**src/rtl/seg7_pkg.sv**
```systemverilog
// rtl/seg7_pkg.sv - shared hex glyph set and limits for the seven-segment scan driver
package seg7_pkg;

    localparam int SEG7_MAX_DIGITS = 8;

    // Active-low {a,b,c,d,e,f,g}
    localparam logic [6:0] SEG7_BLANK   = 7'h7F;
    localparam logic [6:0] SEG7_GLYPH_0 = 7'b0000001;
    localparam logic [6:0] SEG7_GLYPH_1 = 7'b1001111;
    localparam logic [6:0] SEG7_GLYPH_2 = 7'b0010010;
    localparam logic [6:0] SEG7_GLYPH_3 = 7'b0000110;
    localparam logic [6:0] SEG7_GLYPH_4 = 7'b1001100;
    localparam logic [6:0] SEG7_GLYPH_5 = 7'b0100100;
    localparam logic [6:0] SEG7_GLYPH_6 = 7'b0100000;
    localparam logic [6:0] SEG7_GLYPH_7 = 7'b0001111;
    localparam logic [6:0] SEG7_GLYPH_8 = 7'b0000000;
    localparam logic [6:0] SEG7_GLYPH_9 = 7'b0000100;
    localparam logic [6:0] SEG7_GLYPH_A = 7'b0001000;
    localparam logic [6:0] SEG7_GLYPH_B = 7'b1100000;
    localparam logic [6:0] SEG7_GLYPH_C = 7'b0110001;
    localparam logic [6:0] SEG7_GLYPH_D = 7'b1000010;
    localparam logic [6:0] SEG7_GLYPH_E = 7'b0110000;
    localparam logic [6:0] SEG7_GLYPH_F = 7'b0111000;

    function automatic logic [6:0] seg7_glyph(input logic [3:0] nibble);
        logic [6:0] g;
        case (nibble)
            4'h0:    g = SEG7_GLYPH_0;
            4'h1:    g = SEG7_GLYPH_1;
            4'h2:    g = SEG7_GLYPH_2;
            4'h3:    g = SEG7_GLYPH_3;
            4'h4:    g = SEG7_GLYPH_4;
            4'h5:    g = SEG7_GLYPH_5;
            4'h6:    g = SEG7_GLYPH_6;
            4'h7:    g = SEG7_GLYPH_7;
            4'h8:    g = SEG7_GLYPH_8;
            4'h9:    g = SEG7_GLYPH_9;
            4'hA:    g = SEG7_GLYPH_A;
            4'hB:    g = SEG7_GLYPH_B;
            4'hC:    g = SEG7_GLYPH_C;
            4'hD:    g = SEG7_GLYPH_D;
            4'hE:    g = SEG7_GLYPH_E;
            default: g = SEG7_GLYPH_F;
        endcase
        return g;
    endfunction

endpackage

```
**src/rtl/seg7_hex_glyph.sv**
```systemverilog
// rtl/seg7_hex_glyph.sv - combinational nibble to active-low segment decode
module seg7_hex_glyph
    import seg7_pkg::*;
(
    input  logic [3:0] i_nibble,
    output logic [6:0] o_seg
);

    assign o_seg = seg7_glyph(i_nibble);

endmodule

```
**src/rtl/seg7_scan_driver.sv**
```systemverilog
// rtl/seg7_scan_driver.sv - double-buffered N-digit multiplexed seven-segment driver
// Optional leading-zero blanking: define SEG7_LEADING_ZERO_BLANK_EN.
module seg7_scan_driver
    import seg7_pkg::*;
#(
    parameter int NUM_DIGITS   = 4,
    parameter int REFRESH_DIV  = 100000,
    parameter int BLANK_CYCLES = 16
) (
    input  logic                    i_clk,
    input  logic                    i_rst,
    input  logic [4*NUM_DIGITS-1:0] i_value,
    input  logic [NUM_DIGITS-1:0]   i_dp,
    input  logic [NUM_DIGITS-1:0]   i_blank_mask,
    input  logic                    i_load,
    output logic [6:0]              o_seg,
    output logic                    o_dp_n,
    output logic [NUM_DIGITS-1:0]   o_an,
    output logic                    o_frame_start,
    output logic                    o_pending
);

    localparam int CNT_W = (REFRESH_DIV > 1) ? $clog2(REFRESH_DIV) : 1;
    localparam int IDX_W = $clog2(NUM_DIGITS);
    localparam logic [CNT_W-1:0] CNT_LAST = CNT_W'(REFRESH_DIV - 1);
    localparam logic [IDX_W-1:0] IDX_LAST = IDX_W'(NUM_DIGITS - 1);

    logic [CNT_W-1:0]        r_cnt;
    logic [IDX_W-1:0]        r_idx;
    logic [4*NUM_DIGITS-1:0] r_pend_value, r_com_value;
    logic [NUM_DIGITS-1:0]   r_pend_dp, r_com_dp;
    logic [NUM_DIGITS-1:0]   r_pend_blank, r_com_blank;
    logic                    r_pending;

    logic                    w_boundary, w_commit, w_an_on, w_dark;
    logic [4*NUM_DIGITS-1:0] w_disp_value;
    logic [NUM_DIGITS-1:0]   w_disp_dp, w_disp_blank, w_lz_mask, w_an_onehot;
    logic [3:0]              w_nibble;
    logic                    w_dp_sel, w_blank_sel, w_lz_sel;
    logic [6:0]              w_glyph;

    assign w_boundary = (r_cnt == '0) && (r_idx == '0);
    assign w_commit   = w_boundary && r_pending;

    // Decode from the buffer being committed this cycle so frame_start shows the new value
    assign w_disp_value = w_commit ? r_pend_value : r_com_value;
    assign w_disp_dp    = w_commit ? r_pend_dp    : r_com_dp;
    assign w_disp_blank = w_commit ? r_pend_blank : r_com_blank;

`ifdef SEG7_LEADING_ZERO_BLANK_EN
    always_comb begin : lz_blank
        logic v_run;
        v_run     = 1'b1;
        w_lz_mask = '0;
        for (int d = NUM_DIGITS - 1; d > 0; d--) begin
            v_run        = v_run && (w_disp_value[d*4 +: 4] == 4'h0) && !w_disp_dp[d];
            w_lz_mask[d] = v_run;
        end
    end
`else
    assign w_lz_mask = '0;
`endif

    always_comb begin
        w_nibble    = '0;
        w_dp_sel    = 1'b0;
        w_blank_sel = 1'b0;
        w_lz_sel    = 1'b0;
        w_an_onehot = '0;
        for (int d = 0; d < NUM_DIGITS; d++) begin
            if (r_idx == IDX_W'(d)) begin
                w_nibble       = w_disp_value[d*4 +: 4];
                w_dp_sel       = w_disp_dp[d];
                w_blank_sel    = w_disp_blank[d];
                w_lz_sel       = w_lz_mask[d];
                w_an_onehot[d] = 1'b1;
            end
        end
    end

    assign w_dark = w_blank_sel | w_lz_sel;

    seg7_hex_glyph u_glyph (
        .i_nibble (w_nibble),
        .o_seg    (w_glyph)
    );

    generate
        if (BLANK_CYCLES == 0) begin : g_no_blank
            assign w_an_on = 1'b1;
        end else begin : g_blank
            assign w_an_on = (r_cnt >= CNT_W'(BLANK_CYCLES));
        end
    endgenerate

    assign o_pending = r_pending;

    always_ff @(posedge i_clk) begin
        if (i_rst) begin
            r_cnt         <= '0;
            r_idx         <= '0;
            r_pend_value  <= '0;
            r_pend_dp     <= '0;
            r_pend_blank  <= '0;
            r_pending     <= 1'b0;
            r_com_value   <= '0;
            r_com_dp      <= '0;
            r_com_blank   <= '0;
            o_seg         <= SEG7_BLANK;
            o_dp_n        <= 1'b1;
            o_an          <= '1;
            o_frame_start <= 1'b0;
        end else begin
            if (r_cnt == CNT_LAST) begin
                r_cnt <= '0;
                r_idx <= (r_idx == IDX_LAST) ? '0 : r_idx + 1'b1;
            end else begin
                r_cnt <= r_cnt + 1'b1;
            end

            // A load on the boundary cycle refills pending after the old contents commit
            if (i_load) begin
                r_pend_value <= i_value;
                r_pend_dp    <= i_dp;
                r_pend_blank <= i_blank_mask;
                r_pending    <= 1'b1;
            end else if (w_commit) begin
                r_pending    <= 1'b0;
            end

            if (w_commit) begin
                r_com_value <= r_pend_value;
                r_com_dp    <= r_pend_dp;
                r_com_blank <= r_pend_blank;
            end

            o_seg         <= w_dark ? SEG7_BLANK : w_glyph;
            o_dp_n        <= w_dark | ~w_dp_sel;
            o_an          <= w_an_on ? ~w_an_onehot : '1;
            o_frame_start <= w_boundary;
        end
    end

endmodule

```
**config.mk**
```make
export PLATFORM = sky130hd
export DESIGN_NAME = seg7_scan_driver
export DESIGN_NICKNAME = d
export VERILOG_FILES = /design/src/rtl/seg7_pkg.sv /design/src/rtl/seg7_hex_glyph.sv /design/src/rtl/seg7_scan_driver.sv
export SDC_FILE = /design/constraint.sdc
export NUM_CORES = 1
export LEC_CHECK = 0
export BUFFER_PORTS_ARGS = -buffer_cell sky130_fd_sc_hd__buf_4
export CAP_MARGIN = 20
export CORE_MARGIN = 2
export CORE_UTILIZATION = 47
export CTS_CLUSTER_SIZE = 25
export DETAILED_ROUTE_END_ITERATION = 12
export PLACE_DENSITY = 0.66
export SLEW_MARGIN = 20
export SYNTH_ARGS = -nofsm -noshare
export SYNTH_HDL_FRONTEND = slang
export SYNTH_SLANG_ARGS = --single-unit
```
**constraint.sdc**
```tcl
create_clock -name i_clk -period 4.4 [get_ports i_clk]
set_clock_uncertainty 0.2 [all_clocks]
set_input_delay 0.22 -clock i_clk [delete_from_list [all_inputs] [get_ports i_clk]]
set_output_delay 0.22 -clock i_clk [all_outputs]
set_load 0.1 [all_outputs]
```
Yosys cells after proc, flatten, opt, wreduce, memory -nomap -nowiden
Memories as Yosys holds them, arrays and structs flattened. A register that Yosys moved wholly into a read port is not among the register bits.
Index checks and enable logic that the tools add are counted.
- $lt $le $gt $ge: 1
- reductions and logical operators: 8
- multiplexer cells: 22
- bitwise logic cells: 4
- eq/ne operators: 4
- add/sub/neg operators: 2
- operators by type and width (operator ; number):
    two-way mux 4 bit ; 6
    adder 17 x 1 -> 17 bit (second input constant) ; 1
    equality test 17 bit (second input constant) ; 1
    >= comparator 17 x 5 -> 1 bit (second input constant) ; 1
    zero test 17 bit ; 1
    two-way mux 16 bit ; 1
    two-way mux 1 bit ; 14
    OR reduction 2 bit ; 3
    equality test 2 bit (second input constant) ; 2
    NOT 4 bit ; 1
    adder 2 x 1 -> 2 bit (second input constant) ; 1
    equality test 2 x 1 -> 1 bit (second input constant) ; 1
    logical AND 1 bit ; 2
    zero test 2 bit ; 1
    two-way mux 2 bit ; 1
    NOT 1 bit ; 2
    nonzero test 2 bit ; 1
    bitwise OR 1 bit ; 1
- flip-flop bits (word level): 74
- bits in read-only memories: 112
- memories: 1
- output and inout port bits: 14
- word-level logic and storage cells: 54
- input port bits: 27
- memories (memory ; depth ; width ; read ports ; clocked after memory_dff ; write ports ; RTL line ; RTL):
    (no name shown) ; 16 ; 7 ; 1 ; 1 ; 0 ; seg7_pkg.sv:27 ; case (nibble)

Depth between registers and ports, before layout
- depth in word-level cells: 10
- depth in mapped cells: 14
- depth with buffers taken out: 12

By module
A second synthesis with hierarchy kept.
- cell total of the unflattened synthesis: 423
- area total of the unflattened synthesis: 3712.3 um2
- by module, submodules not included (module ; area an instance (um2) ; cells an instance ; times used ; seq. area each (um2)):
    seg7_scan_driver ; 3443.3 ; 390 ; 1 ; 1621.6
    seg7_hex_glyph ; 269.0 ; 33 ; 1 ; 0.0

Worst setup path after synthesis
No wires, ideal clock.
- kind: reg-to-reg
- start: register r_pending, in the netlist o_pending
- end: register o_seg[6]
- path buffers: 1
- clock period less this slack: 3.536 ns
- required time: 4.073 ns
- library setup time: 0.127 ns
- slack: 0.864 ns
- stages on the path, launching flop included: 11
- arrival time: 3.209 ns
- cells stage by stage: dfxtp_1 > nand3_4 > buf_8 > mux2i_1 > a22o_1 > a311oi_1 > inv_1 > ha_1 > nand2b_1 > a21boi_0 > or3_1
- word-level cells in the longest chain between the ends: 7
- elaborated cells on any way between the ends: 12
- classes of those cells: mux (10); reduce/logical (2)
- ends and longest elaborated chain (item ; RTL line ; RTL):
    start, declared ; seg7_scan_driver.sv:33 ; logic r_pending;
    start signal, assigned ; seg7_scan_driver.sv:105 ; r_pending <= 1'b0;
    start signal, assigned ; seg7_scan_driver.sv:126 ; r_pending <= 1'b1;
    start signal, assigned ; seg7_scan_driver.sv:128 ; r_pending <= 1'b0;
    logical AND 1 bit (*) ; seg7_scan_driver.sv:43 ; assign w_commit = w_boundary && r_pending;
    two-way mux 4 bit ; n/a ;
    two-way mux 1 bit (4 in a row) ; seg7_scan_driver.sv:71 ; if (r_idx == IDX_W'(d)) begin
    OR reduction 2 bit (no source line) ; n/a ;
    end, declared ; seg7_scan_driver.sv:16 ; output logic [6:0] o_seg,
Mark *: on every way between the ends. The rest lies on a longest branch, timed or not.
A chain may end at the register's enable or synchronous reset.

Final worst setup path
- start: register r_idx[0]
- end: register o_seg[3]
- word-level cells in the longest chain between the ends: 9
- elaborated cells on any way between the ends: 17
- classes of those cells: eq/ne (3); mux (10); reduce/logical (4)
- ends and longest elaborated chain (item ; RTL line ; RTL):
    start, declared ; seg7_scan_driver.sv:29 ; logic [IDX_W-1:0] r_idx;
    start signal, assigned ; seg7_scan_driver.sv:116 ; r_idx <= (r_idx == IDX_LAST) ? '0 : r_idx + 1'b1;
    zero test 2 bit ; seg7_scan_driver.sv:42, seg7_scan_driver.sv:71 ;
    logical AND 1 bit ; seg7_scan_driver.sv:42 ; assign w_boundary = (r_cnt == '0) && (r_idx == '0);
    logical AND 1 bit ; seg7_scan_driver.sv:43 ;
    two-way mux 4 bit ; n/a ;
    two-way mux 1 bit (4 in a row) ; seg7_scan_driver.sv:71 ;
    OR reduction 2 bit (no source line) ; n/a ;
Several ways; a longest one is shown, not always the timed one.

==> flow_summary.toml <==
[logic_synthesis]
syn_area_per_cell_sq_um = 9.67
synth_cells = 358
yosysSeqAreaShare_pct = 46.8
synth_edf_count = 0
ys_seq_elements = 81
syn-cell-area_sq_um = 3460
yosysWarnings = 0
ys_types = 50
syn-num-nets = 397
synthFlopType = "dfxtp_1"
ys_async_sr_fraction_pct = 0

[timing]
finalSetupViolCount = 0
post-route-period-util_pct = 82.9
slew_violations = 0
rsz0062_at_grt = "no"
worst_pin_slew_ps = 695
final.min_clock_period_ps = 3650
maxSlewHeadroom_pct = 53.0
finalSetupTns_ps = 0
maxClockFrequency_mhz = 274
hold_viol = 0

[worst_setup_path]
critical_path_class = "reg -> reg"
r2r_cells = 12
worstSetupStartpointType = "flip-flop"
rr_endpoint = "o_seg[3]"
cp_max_fo = 24
endpoint = "o_seg[3]"
worstSetupStartpoint = "r_idx[0]"
reg2reg_slack_ps = 750
cp_data_arrival_time_ps = 3730
r2r-start = "r_idx[0]"
cp.required_ps = 4480
end_kind = "flip-flop"

[global_route]
groute.usage.overall_pct = 18.1
antenna_found_initial = 0
grt_pass1_wl_um = 11800
grt_max_degree = 56
gr-total-overflow = 0
grt_pass1_vias = 2534
global_route.usage.met1_pct = 21.8
busiest_layer = "met2"
grtUsageMet2_pct = 30.8
grt.met3_usage_pct = 5.78

[power]
ir_drop_mv = 0.207
power.density_nw_per_um2 = 368
cellLeakagePower_nw = 1.84

[routing]
drtIter0Drc = 128
drt_drc_violations_left = 0
drtAntennaViolNets = 0
wl_per_cell_um = 13.0
vias = 2563
dr.pass1.iters = 4
viasPerCell = 4.94
routed_wl_um = 6760

[finish]
drive_gt1_share_pct = 16.9
n_fill_cell = 627
area_delta_synth_final_pct = 22.3
register_area_sq_um = 1620
multiInputGateArea_sq_um = 1680
nets = 454
final_cells = 519
diodes = 0

[die]
start_util_pct = 48.3
rows = 31
fp.dieH_um = 89.8
io_pins = 41
die_area_sq_um = 8070
core_sq_um = 7180
die_w_um = 89.8

[clock_network]
ctsResizeCount = 0
cts.clk_slew.worst_paths_ps = 80
cts_tree = "done"
clockBufferDepth = 2
cts-root-buf = "clkbuf_8"
clk_latency_ps = 350
cts_sinks = 81
numCtsBuffers = 9
cts_max_level = 3

[placement]
dp.cells = 479
place_hpwl_um = 4520
place.gp.congestion = 0.830
io_buffers = 40

[hold_path]
min_path_type = "in -> reg"
hold_path_depth = 2

[run]
maxCapViolations = 0

[outcome]
outcome = "completed"
-- routing by layer --
metal / share of wire, % / wire length [um]
met5: 0 / 0
met4: 1.5 / 102
met3: 4.0 / 272
met2: 47 / 3150
met1: 48 / 3240
-- cell type report --
cell class,instances,share of cell area [%]
inverters,14,1.24
clock buffers,10,3.01
well taps,99,2.93
flip-flops and latches,81,38.3
repair buffers,65,12.9
multi-input cells,244,39.6
clock inverters,6,1.95
-- per-stage QoR --
| stage | worst slack, ps | hold slack, ps | power [W] | cell area (sq um) | utilization [%] |
|---|---|---|---|---|---|
| floorplan | 864 | 167 | 0.000944 | 3460 | - |
| global placement | 922 | 247 | 0.000986 | 3780 | 52.7 |
| detailed placement | 793 | 260 | 0.000988 | 3780 | 52.7 |
| global route | 493 | 147 | 0.00162 | 4230 | 59.0 |
| finish | 752 | 143 | 0.00156 | 4230 | 59.0 |
| CTS | 769 | 133 | 0.00158 | 4230 | 59.0 |
-- critical path, cell delays in order (launching register included) --
cell and delay (ps):
dfxtp_1 340, inv_1 100, ha_1 360, and4bb_2 350, nand3_4 370, mux2_2 360
a21oi_1 70, a311oi_2 450, inv_1 180, ha_1 350, nand2b_1 160, and3_1 180
o21bai_1 100
-- power breakdown --
part           internal [W]  switching [W]  leakage (nW)
Sequential         0.000762      0.0000152         0.662
Clock              0.000317       0.000254         0.106
Combinational     0.0000827       0.000128          1.08
Total               0.00116       0.000398          1.84
-- synthesized netlist by cell type, types with 2 or more instances --
| cell | number | area, sq um |
|---|---|---|
| a31oi_1 | 2 | 12.5 |
| mux2i_1 | 46 | 460 |
| dfxtp_1 | 81 | 1620 |
| o211ai_1 | 2 | 15.0 |
| ha_1 | 12 | 150 |
| o221ai_1 | 2 | 17.5 |
| or2_2 | 3 | 18.8 |
| inv_1 | 14 | 52.6 |
| and3_1 | 2 | 12.5 |
| nand2_1 | 24 | 90.1 |
| nor2b_1 | 5 | 31.3 |
| o21ai_1 | 2 | 10.0 |
| nor3_1 | 3 | 15.0 |
| a221o_1 | 3 | 30.0 |
| nor2_1 | 71 | 267 |
| mux2_2 | 4 | 45.0 |
| nand2b_1 | 4 | 25.0 |
| nand4_1 | 3 | 18.8 |
| o21ai_0 | 2 | 10.0 |
| a22o_1 | 3 | 26.3 |
| a21oi_1 | 8 | 40.0 |
| xnor2_1 | 4 | 35.0 |
| xor2_1 | 11 | 96.3 |
| nand3_1 | 8 | 40.0 |
| clkbuf_1 | 14 | 52.6 |
-- flip-flops by register name (all words and copies together) (netlist names), 4 cells and up --
signal and count:
r_com_value 16, r_com_dp 4, r_pend_dp 4, r_pend_value 16
r_pend_blank 4, o_an 4, r_com_blank 4, o_seg 7
r_cnt 17
-- cell families (layout without fill, tap and decap cells) --
logic type / Yosys count / count (layout) / share of synthesized area, %
xor gates and xnor gates: 15 / 15 / 3.79
buffers and inverters: 33 / 95 / 4.73
AOI/OAI and AO/OA: 34 / 34 / 7.62
DFF: 81 / 81 / 46.8
and+or+nand+nor: 132 / 132 / 17.7
muxes: 51 / 51 / 15.0
adders and majority gates: 12 / 12 / 4.34
-- placed cells by master (no fill, tap or decap), types with 2 or more instances in the layout --
master and instances:
dlygate4sd3_1 24, ha_1 12, a22o_1 3, nor2_1 71, nand3_1 8, o21ai_0 2, or2_2 3, buf_4 41
clkinv_2 3, a21oi_1 8, nor3_1 3, xnor2_1 4, dfxtp_1 81, mux2_2 4, and3_1 2, a221o_1 3
nand2_1 24, mux2i_1 46, xor2_1 11, o221ai_1 2, nor2b_1 5, inv_1 14, nand4_1 3, o21ai_1 2
o211ai_1 2, bufinv_16 2, a31oi_1 2, clkbuf_8 9, nand2b_1 4
-- how the worst min path moves through the flow --
stage	startpoint	end
6_report	i_rst	r_pend_blank[0]
4_1_cts	i_rst	r_pend_value[2]
3_3_place_gp	r_cnt[0]	r_cnt[0]
2_1_floorplan	i_value[0]	r_pend_value[0]
3_5_place_dp	r_cnt[0]	r_cnt[0]
5_1_grt	i_rst	r_com_dp[3]
-- repair_timing --
action	in CTS	in global routing
hold buffers	24	0
hold endpoints to repair	24	0
setup buffers	0	0
(Power assumes the default switching activity.)
